--- src/rtl/fifo_pkg.sv ---
// fifo_pkg: constants and Gray-code helpers shared by the write-side and
// read-side controllers of the dual-clock FIFO.
//   FIFO_ADDR_WIDTH : memory address width (depth = 2**FIFO_ADDR_WIDTH)
//   FIFO_PTR_WIDTH  : pointer width, MSB is the wrap bit
//   bin2gray/gray2bin operate on 32-bit values so callers of any pointer
//   width up to 32 can cast in and out.
package fifo_pkg;
  localparam int FIFO_ADDR_WIDTH = 3;
  localparam int FIFO_PTR_WIDTH  = FIFO_ADDR_WIDTH + 1;

  function automatic logic [31:0] bin2gray(input logic [31:0] b);
    return b ^ (b >> 1);
  endfunction

  // Prefix XOR from the MSB down; zero-extended inputs decode correctly.
  function automatic logic [31:0] gray2bin(input logic [31:0] g);
    logic [31:0] b;
    b[31] = g[31];
    for (int i = 30; i >= 0; i--) b[i] = b[i+1] ^ g[i];
    return b;
  endfunction
endpackage

--- src/rtl/gray_sync.sv ---
// gray_sync: multi-flop synchronizer for a Gray-coded bus crossing into the
// clk domain. Shared by the write and read sides of the FIFO.
//   clk   : destination clock
//   rst_n : asynchronous active-low reset, clears every stage
//   d     : asynchronous input bus (must change by at most one bit at a time)
//   q     : last stage, STAGES clk edges behind d
module gray_sync #(
  parameter int WIDTH  = 4,
  parameter int STAGES = 2
) (
  input  logic             clk,
  input  logic             rst_n,
  input  logic [WIDTH-1:0] d,
  output logic [WIDTH-1:0] q
);
  // Stage 0 samples d; stage STAGES-1 is the output.
  logic [STAGES-1:0][WIDTH-1:0] sync_q;

  always_ff @(posedge clk or negedge rst_n) begin
    if (!rst_n) sync_q <= '0;
    else        sync_q <= {sync_q[STAGES-2:0], d};
  end

  assign q = sync_q[STAGES-1];
endmodule

--- src/rtl/fifo_wr_ctrl.sv ---
// fifo_wr_ctrl: write-side pointer/full controller of the dual-clock FIFO.
// Everything runs on WR_CLK.
//   WR_CLK      : write clock
//   WR_RST      : asynchronous active-low reset
//   WR_INC      : write request this cycle
//   GRAY_RD_PTR : Gray read pointer from the read domain (asynchronous)
//   WR_ADDR     : memory write address (low bits of binary write pointer)
//   MEM_WR_EN   : memory write strobe, WR_INC & ~WR_FULL
//   GRAY_WR_PTR : registered Gray write pointer for the read domain
//   WR_FULL     : FIFO full as seen from the write domain
//   WR_OVERFLOW : sticky write-while-full flag, only with FIFO_WR_OVERFLOW_EN
// Optional feature macro: FIFO_WR_OVERFLOW_EN.
module fifo_wr_ctrl
  import fifo_pkg::*;
#(
  parameter int ADDR_WIDTH  = FIFO_ADDR_WIDTH,
  parameter int PTR_WIDTH   = ADDR_WIDTH + 1,
  parameter int SYNC_STAGES = 2
) (
  input  logic                  WR_CLK,
  input  logic                  WR_RST,
  input  logic                  WR_INC,
  input  logic [PTR_WIDTH-1:0]  GRAY_RD_PTR,
  output logic [ADDR_WIDTH-1:0] WR_ADDR,
  output logic                  MEM_WR_EN,
  output logic [PTR_WIDTH-1:0]  GRAY_WR_PTR,
  output logic                  WR_FULL
`ifdef FIFO_WR_OVERFLOW_EN
  ,
  output logic                  WR_OVERFLOW
`endif
);
  logic [PTR_WIDTH-1:0] wr_ptr;
  logic [PTR_WIDTH-1:0] wr_ptr_next;
  logic [PTR_WIDTH-1:0] gray_next;
  logic [PTR_WIDTH-1:0] rd_gray_sync;

  gray_sync #(
    .WIDTH  (PTR_WIDTH),
    .STAGES (SYNC_STAGES)
  ) u_rd_sync (
    .clk   (WR_CLK),
    .rst_n (WR_RST),
    .d     (GRAY_RD_PTR),
    .q     (rd_gray_sync)
  );

  // Full when the write pointer is exactly one lap ahead of the synchronized
  // read pointer: in Gray code that is the top two bits inverted. Both
  // operands are flops, so a stale read pointer only ever holds full longer.
  assign WR_FULL   = (GRAY_WR_PTR == {~rd_gray_sync[PTR_WIDTH-1 -: 2],
                                      rd_gray_sync[PTR_WIDTH-3:0]});
  assign MEM_WR_EN = WR_INC & ~WR_FULL;

  assign wr_ptr_next = wr_ptr + PTR_WIDTH'(MEM_WR_EN);
  assign gray_next   = PTR_WIDTH'(bin2gray(32'(wr_ptr_next)));
  assign WR_ADDR     = wr_ptr[ADDR_WIDTH-1:0];

  // Gray pointer is registered from the next binary value so the read
  // domain only ever sees single-bit transitions.
  always_ff @(posedge WR_CLK or negedge WR_RST) begin
    if (!WR_RST) begin
      wr_ptr      <= '0;
      GRAY_WR_PTR <= '0;
    end else begin
      wr_ptr      <= wr_ptr_next;
      GRAY_WR_PTR <= gray_next;
    end
  end

`ifdef FIFO_WR_OVERFLOW_EN
  always_ff @(posedge WR_CLK or negedge WR_RST) begin
    if (!WR_RST)                WR_OVERFLOW <= 1'b0;
    else if (WR_INC && WR_FULL) WR_OVERFLOW <= 1'b1;
  end
`endif
endmodule

--- config.mk ---
export PLATFORM = sky130hd
export DESIGN_NAME = fifo_wr_ctrl
export DESIGN_NICKNAME = d
export VERILOG_FILES = /design/src/rtl/fifo_pkg.sv /design/src/rtl/gray_sync.sv /design/src/rtl/fifo_wr_ctrl.sv
export SDC_FILE = /design/constraint.sdc
export NUM_CORES = 1
export LEC_CHECK = 0
export ABC_AREA = 1
export BUFFER_PORTS_ARGS = -buffer_cell sky130_fd_sc_hd__buf_4
export CAP_MARGIN = 5
export CELL_PAD_IN_SITES_DETAIL_PLACEMENT = 2
export CELL_PAD_IN_SITES_GLOBAL_PLACEMENT = 2
export CORE_ASPECT_RATIO = 1.25
export CORE_MARGIN = 8
export CORE_UTILIZATION = 26
export CTS_CLUSTER_DIAMETER = 120
export CTS_CLUSTER_SIZE = 12
export DETAILED_ROUTE_END_ITERATION = 8
export PLACE_DENSITY_LB_ADDON = 0.1
export SYNTH_ARGS = -nofsm -noshare
export SYNTH_HDL_FRONTEND = slang
export SYNTH_SLANG_ARGS = --single-unit
--- constraint.sdc ---
create_clock -name WR_CLK -period 1.4 [get_ports WR_CLK]
set_input_delay 0.07 -clock WR_CLK [delete_from_list [all_inputs] [get_ports WR_CLK]]
set_output_delay 0.07 -clock WR_CLK [all_outputs]
set_load 0.1 [all_outputs]
Yosys cells after proc, flatten, opt, wreduce, memory -nomap -nowiden
Cells that the tools add are included.
- register bits: 16
- input port bits: 7
- logic and storage cells: 10
- $add $sub $neg: 1
- equal/unequal tests: 1
- bitwise operators: 4
- operator list (operator ; count):
    $add A4 B1 Y4 ; 1
    $eq A4 B4 Y1 ; 1
    $xor A4 B3 Y4 ; 1
    $not A2 Y2 ; 1
    $and A1 B1 Y1 ; 1
    $not A1 Y1 ; 1

Depth between registers and ports, before layout
Gate-level depths: netlist of run 1.
- word-level depth: 6
- depth in mapped cells: 12
- mapped depth without buffers: 12

Cells and area by module
Synthesis of run 1 repeated with hierarchy kept, for this count alone.
- cells, all modules: 56
- area, all modules: 586.8 µm²
- modules (own cells, without submodules) (module ; instances ; cells an instance ; area each (µm²) ; sequential area each (µm²)):
    fifo_wr_ctrl ; 1 ; 44 ; 356.6 ; 175.2
    gray_sync ; 1 ; 12 ; 230.2 ; 200.2

Worst setup path before layout of run 1
No wires, ideal clock.
- path kind: flip-flop to flip-flop
- start point: register GRAY_WR_PTR[3]
- end point: register GRAY_WR_PTR[2]
- setup time: 0.118 ns
- data arrival time: 4.522 ns
- path slack: -3.240 ns
- stages on the path, launching flop included: 11
- buffers on the path: 0
- clock period less this slack: 4.640 ns
- cell sequence: dfrtp_1 -> nor2_1 -> nor2_1 -> nand2_1 -> nor2_1 -> nor2_1 -> ha_1 -> ha_1 -> xor2_2 -> nand3_1 -> nand2_1
- word-level cells in the longest chain between the ends: 5
- ends and longest elaborated chain (element ; RTL line ; source):
    start, declared ; fifo_wr_ctrl.sv:26 ; output logic [PTR_WIDTH-1:0] GRAY_WR_PTR,
    start signal, assigned ; fifo_wr_ctrl.sv:67 ; GRAY_WR_PTR <= gray_next;
    $eq A4 B4 Y1 ; fifo_wr_ctrl.sv:51 ; assign WR_FULL = (GRAY_WR_PTR == {~rd_gray_sync[PTR_WIDTH-1 -: 2],
    net WR_FULL ; fifo_wr_ctrl.sv:27 ; output logic WR_FULL
    $not A1 Y1 ; fifo_wr_ctrl.sv:53 ; assign MEM_WR_EN = WR_INC & ~WR_FULL;
    $and A1 B1 Y1 ; fifo_wr_ctrl.sv:53 ;
    net MEM_WR_EN ; fifo_wr_ctrl.sv:25 ; output logic MEM_WR_EN,
    $add A4 B1 Y4 ; fifo_wr_ctrl.sv:55 ; assign wr_ptr_next = wr_ptr + PTR_WIDTH'(MEM_WR_EN);
    net wr_ptr_next[2] ; fifo_wr_ctrl.sv:34 ; logic [PTR_WIDTH-1:0] wr_ptr_next;
    $xor A4 B3 Y4 ; fifo_pkg.sv:12 ; return b ^ (b >> 1);
    net gray_next[2] ; fifo_wr_ctrl.sv:35 ; logic [PTR_WIDTH-1:0] gray_next;
The timed path passes the listed nets, and every way through them passes these cells.

Worst setup path in the final report of run 1
- start point: register GRAY_WR_PTR[2]
- end point: register GRAY_WR_PTR[2]
- word-level cells in the longest chain between the ends: 5
- ends and longest elaborated chain (element ; RTL line):
    $eq A4 B4 Y1 ; fifo_wr_ctrl.sv:51
    $not A1 Y1 ; fifo_wr_ctrl.sv:53
    $and A1 B1 Y1 ; fifo_wr_ctrl.sv:53
    $add A4 B1 Y4 ; fifo_wr_ctrl.sv:55
    net wr_ptr_next[2] ; fifo_wr_ctrl.sv:34
    $xor A4 B3 Y4 ; fifo_pkg.sv:12
    net gray_next[2] ; fifo_wr_ctrl.sv:35
The timed path passes the listed nets, and every way through them passes these cells.

==> results of run 1 <==
flip-flops by register name, summed over array words and instances, names as in the netlist:
name              count
GRAY_WR_PTR           4
u_rd_sync.q           4
u_rd_sync.sync_q      4
wr_ptr                3
worst max-delay path by stage:
stage | start | end | slack, ns | depth (start not counted)
2_1_floorplan | GRAY_WR_PTR[3]$_DFF_PN0_ | GRAY_WR_PTR[2]$_DFF_PN0_ | -1.21 | 11
3_3_place_gp | GRAY_WR_PTR[2]$_DFF_PN0_ | GRAY_WR_PTR[1]$_DFF_PN0_ | -0.34 | 10
3_5_place_dp | GRAY_WR_PTR[2]$_DFF_PN0_ | GRAY_WR_PTR[1]$_DFF_PN0_ | -0.42 | 10
4_1_cts | GRAY_WR_PTR[2]$_DFF_PN0_ | GRAY_WR_PTR[2]$_DFF_PN0_ | -0.33 | 11
5_1_grt | GRAY_WR_PTR[2]$_DFF_PN0_ | GRAY_WR_PTR[2]$_DFF_PN0_ | -0.39 | 11
6_report | GRAY_WR_PTR[2]$_DFF_PN0_ | GRAY_WR_PTR[2]$_DFF_PN0_ | -0.32 | 11
per-stage QoR:
stage               hold slack (ns)  area (µm²)  std cells  setup slack, ns
floorplan                   -0.2256       614.3         52           -1.210
global placement           -0.06600       790.8         93          -0.3376
detailed placement         -0.06657       790.8         93          -0.4193
CTS                          0.1534       914.6        103          -0.3287
global route                 0.1768       943.4        105          -0.3908
finish                       0.1716       943.4        105          -0.3170
layout by cell type (no fill, tap or decap), types with 2 or more instances in the layout:
cell type / instances
clkbuf_4: 3
nor2_4: 2
nor2_2: 3
buf_4: 19
buf_12: 2
nand2_1: 12
ha_4: 2
buf_6: 2
inv_1: 7
dlygate4sd3_1: 5
dfrtp_1: 11
dfrtp_2: 2
nand2_2: 2
nand3_1: 2
dfrtp_4: 2
routing by layer:
metal,global-route usage,up-vias
li1,-,218
met1,0.07871,224
met2,0.1453,9
met3,0.03008,4
met4,0.03681,0
met5,0,-
worst max-delay path: stages, from the launching register on:
cell and delay [ns]:
dfrtp_4 0.49, nand2_2 0.08, inv_2 0.03, nor2_2 0.08
nand2_2 0.07, nor2_4 0.14, nor2_4 0.06, ha_4 0.16
ha_4 0.17, xor2_2 0.17, nand3_1 0.09, nand2_1 0.06
synthesized netlist by cell type (all sizes together):
master	instances
dfrtp	15
nand2	14
inv	8
nor2	6
ha	2
nand3	2
xnor2	2
xor2	2
nand4	1
layout make-up:
cell class	instances	area, µm²
fill	221	1172
sequential	15	385.4
timing repair buffer	28	255.2
multi-input combinational	29	219.0
inverter	8	30.03
tap	21	26.28
clock buffer	3	22.52
clock inverter	1	5.005
repair_timing:
| item | 4_1_cts | 5_1_grt |
|---|---|---|
| pin swaps | 5 | 9 |
| setup buffers | 1 | 2 |
| gates resized for setup | 9 | 6 |
| endpoints found under the setup margin | 8 | 8 |
| endpoints found under the hold margin | 19 | 0 |
| hold buffers | 5 | 0 |
cells by family (layout without fill, tap and decap cells):
family	Yosys count	after routing	share of synthesized area
simple gates	23	23	0.1619
flops	15	15	0.6652
buf+inv	8	40	0.05322
xor+xnor	4	4	0.07540
fa+ha+maj	2	2	0.04434
==> flow_summary.json, run 1 <==
{
  "hold_viol_final": 0,
  "groute.usage.overall": 0.07934,
  "gp_congestion": 0.7135,
  "start_util": 0.2667,
  "dieHeight_um": 68.09,
  "min_path_type": "primary input to asynchronous set/reset pin",
  "overflow": 0,
  "syn_inst": 52,
  "crit_arrival_ns": 1.89,
  "die_area_um2": 3926,
  "violations": "negative setup slack",
  "wl_per_cell_um": 13.29,
  "rr_worst_depth": 11,
  "diodes": 0,
  "final_nets": 94,
  "maxCapViolations": 0,
  "timing.rr.end": "GRAY_WR_PTR[2]$_DFF_PN0_",
  "clk_pin_slew_ns": 0.09,
  "finalSetupViolCount": 8,
  "drv_slew": 0,
  "clock_skew_ns": 0.007042,
  "rsz0062_at_grt": "yes",
  "fin_ws_ns": -0.3170,
  "fp.dieW_um": 57.67,
  "htree_levels": 1,
  "clk_latency_ns": 0.28,
  "final_util": 0.4459,
  "met2WireLength_um": 842,
  "synth_nets": 61,
  "area_growth_pct": 67.18,
  "syn_avg_cell_area_um2": 10.85,
  "clk_path_buf_depth": 2,
  "end_kind": "flop",
  "routed_via_density": 4.333,
  "grt_pass1_vias": 518,
  "port_buffers": 15,
  "clock_sinks": 15,
  "fin_crit_ns": 1.717,
  "rows": 19,
  "start_kind": "flop",
  "postSynthRegisterBits": 15,
  "drtIter0Drc": 13,
  "period_share": 1.226,
  "numCtsBuffers": 3,
  "synthDistinctLibCells": 10,
  "tightest_slew_ns": 0.2848,
  "synth.area.top_cells": "dfrtp_1 (67%), nand2_1 (9.3%), inv_1 (5.3%), ha_1 (4.4%), nor2_1 (4.0%)",
  "max_freq_ghz": 0.5824,
  "rr_startpoint": "GRAY_WR_PTR[2]$_DFF_PN0_",
  "dr.pass1.iters": 2,
  "drt-total-wl_mm": 1.395,
  "highest_layer": "met4",
  "status": "finished, violations left",
  "yosys_warnings": 0,
  "drc": 0,
  "m1WireLength_um": 455,
  "place_hpwl_mm": 1.059,
  "core_area_um2": 2116,
  "setup-tns-final_ns": -1.842,
  "grt_pass1_wl_mm": 2.325,
  "root_buffer": "clkbuf_4",
  "detail-route-antenna-nets": 0,
  "r2r_setup_slack_ns": -0.32,
  "vias": 455,
  "grt_max_degree": 16,
  "routed-wl-met3_um": 77,
  "yosysTopAreaCellShare": 0.6652,
  "synth_top_area_cell": "dfrtp_1",
  "required_ns": 1.57,
  "drive_above_1_share": 0.5119,
  "relSlewSlack": 0.8117,
  "synth_area_um2": 564.3,
  "synth_seq_area_share": 0.6652,
  "path_class": "flop to flop",
  "io_pins": 16,
  "antenna_found_initial": 0,
  "path_max_fanout": 3,
  "cts_tree": "done"
}
Power of run 1 is left out: the tool's default activity adds up to more than one toggle a clock period on the data nets, which glitch-free logic cannot reach.
==> run 2, diff against run 1 <==
CORE_UTILIZATION = 31   (was 26)
RECOVER_POWER = 50   (was default)
clock period = 2.1 ns   (was 1.4 ns; I/O delays follow)
==> run 2 against run 1 <==
  * The run now ends clean
  * Worst setup slack gained 0.62 ns
  * Cell area shrank 13%
  * Register-to-register slack gained 0.62 ns
  * Non-clock buffer count shrank 8
  * Global-route usage grew 0.53 points
  * Maximum frequency shrank 4.4%
  * Critical path depth shrank 1
  * Via count shrank 7.9%
  * Routed wire length shrank 13%
  * Critical path type unchanged
  * First-iteration DRC count shrank 31%
  * Core utilization grew 2.6 points
  * Sequential share of layout area grew 6.0 points
==> flow_summary.json, run 2 (synthesized netlist as in run 1, its figures left out) <==
{
  "status": "complete, no violations",
  "numCtsBuffers": 3,
  "worstPathCellList": "nand2_1, inv_1, nor2_1, nand2_1, nor2_4, nor2_4, ha_4, ha_4, xnor2_1, xnor2_1",
  "place_hpwl_um": 958.9,
  "clk_path_buf_depth": 2,
  "cts_tree": "done",
  "holdWs_ns": 0.2538,
  "dr.pass1.iters": 3,
  "start_kind": "flop",
  "core_area_um2": 1744,
  "critPathBufInv": 1,
  "overflow": 0,
  "dieHeight_um": 63.70,
  "setup-tns-final_ns": 0,
  "end_kind": "flop",
  "routed_via_density": 4.411,
  "rsz0062_at_grt": "no",
  "clk_latency_ns": 0.27,
  "fillers": 190,
  "drv_slew": 0,
  "path_max_fanout": 5,
  "groute.usage.overall": 0.08464,
  "die_area_um2": 3450,
  "hold_viol_final": 0,
  "fin_crit_ns": 1.795,
  "crit_arrival_ns": 1.99,
  "required_ns": 2.30,
  "grt_pass1_vias": 498,
  "drtIter0Drc": 9,
  "drc": 0,
  "maxCapViolations": 0,
  "drive_above_1_share": 0.3421,
  "gp_congestion": 0.6522,
  "slowest_delay_ns": 0.51,
  "critical-path-top-delay-family": "flip-flops",
  "tightest_slew_ns": 0.7635,
  "root_buffer": "clkbuf_4",
  "port_buffers": 15,
  "rows": 17,
  "detail-route-antenna-nets": 0,
  "period_share": 0.8548,
  "seqCellArea_um2": 385.4,
  "grt_pass1_wl_mm": 2.166,
  "wl_per_cell_um": 12.82,
  "clock_sinks": 15,
  "grt_max_degree": 16,
  "htree_levels": 1,
  "area_growth_pct": 45.90,
  "min_path_type": "primary input to flop",
  "start_util": 0.3235,
  "vias": 419,
  "clk_pin_slew_ns": 0.08,
  "max_freq_ghz": 0.5570,
  "final_nets": 86,
  "multi_input_area_um2": 198.9,
  "finalSetupViolCount": 0,
  "antenna_found_initial": 0,
  "diodes": 0,
  "most-common-layout-cells": "nand2_1 (14), buf_4 (14), dfrtp_1 (11)",
  "clock_skew_ns": 0.0009610,
  "fp.dieW_um": 54.16,
  "cts_resized": 0,
  "path_class": "flop to flop",
  "worst_path_max_delay_cell": "dfrtp_4",
  "relSlewSlack": 0.4910,
  "drt-total-wl_mm": 1.218,
  "io_pins": 16,
  "final_util": 0.4720
}
-- run 2: path summary, 6_finish.rpt --
check                                              start  cells after the start  slack [ns]                        to
setup / recovery                GRAY_WR_PTR[3]$_DFF_PN0_                     10        0.30  GRAY_WR_PTR[1]$_DFF_PN0_
hold / removal                                    WR_INC                      4        0.25       wr_ptr[0]$_DFF_PN0_
max in group asynchronous                         WR_RST                      2        1.13  GRAY_WR_PTR[2]$_DFF_PN0_
setup reg to reg                GRAY_WR_PTR[3]$_DFF_PN0_                     10        0.30  GRAY_WR_PTR[1]$_DFF_PN0_
min in group asynchronous                         WR_RST                      2        0.41  u_rd_sync.q[2]$_DFF_PN0_
hold reg to reg            u_rd_sync.sync_q[1]$_DFF_PN0_                      0        0.35  u_rd_sync.q[1]$_DFF_PN0_
-- run 2: stage by stage --
step / instances / cell area [µm²] / setup slack (ns)
floorplan: 52 / 614.3 / -0.5100
global placement: 86 / 750.7 / 0.3249
detailed placement: 86 / 750.7 / 0.2846
CTS: 95 / 827.0 / 0.2597
global route: 95 / 823.3 / 0.1632
finish: 95 / 823.3 / 0.3048
-- run 2: final cells by class --
| type | instances | area share |
|---|---|---|
| Sequential cell | 15 | 0.4681 |
| Multi-Input combinational cell | 29 | 0.2416 |
| Timing Repair Buffer | 20 | 0.1930 |
| Inverter | 8 | 0.03647 |
| Clock buffer | 4 | 0.03191 |
| Tap cell | 19 | 0.02888 |
-- run 2: per-layer routing --
layer	vias to the layer above	part of all wire	global-route usage
li1	202	-	-
met1	205	0.37	0.08391
met2	10	0.54	0.1466
met3	2	0.076	0.01878
met4	0	0.0074	0.05556
met5	-	0	0
-- run 2: tightest hold or removal path: cells and delay by family --
| kind | cells | cell delay [ns] |
|---|---|---|
| fa+ha+maj | 1 | 0.15 |
| buf+inv | 2 | 0.13 |
| simple gates | 1 | 0.12 |
-- run 2: repair_timing --
item | CTS | global route
buffers inserted | 0 | 0
hold buffers | 5 | 0
hold endpoints to repair | 19 | 0
Power of run 2 is left out for the same reason.
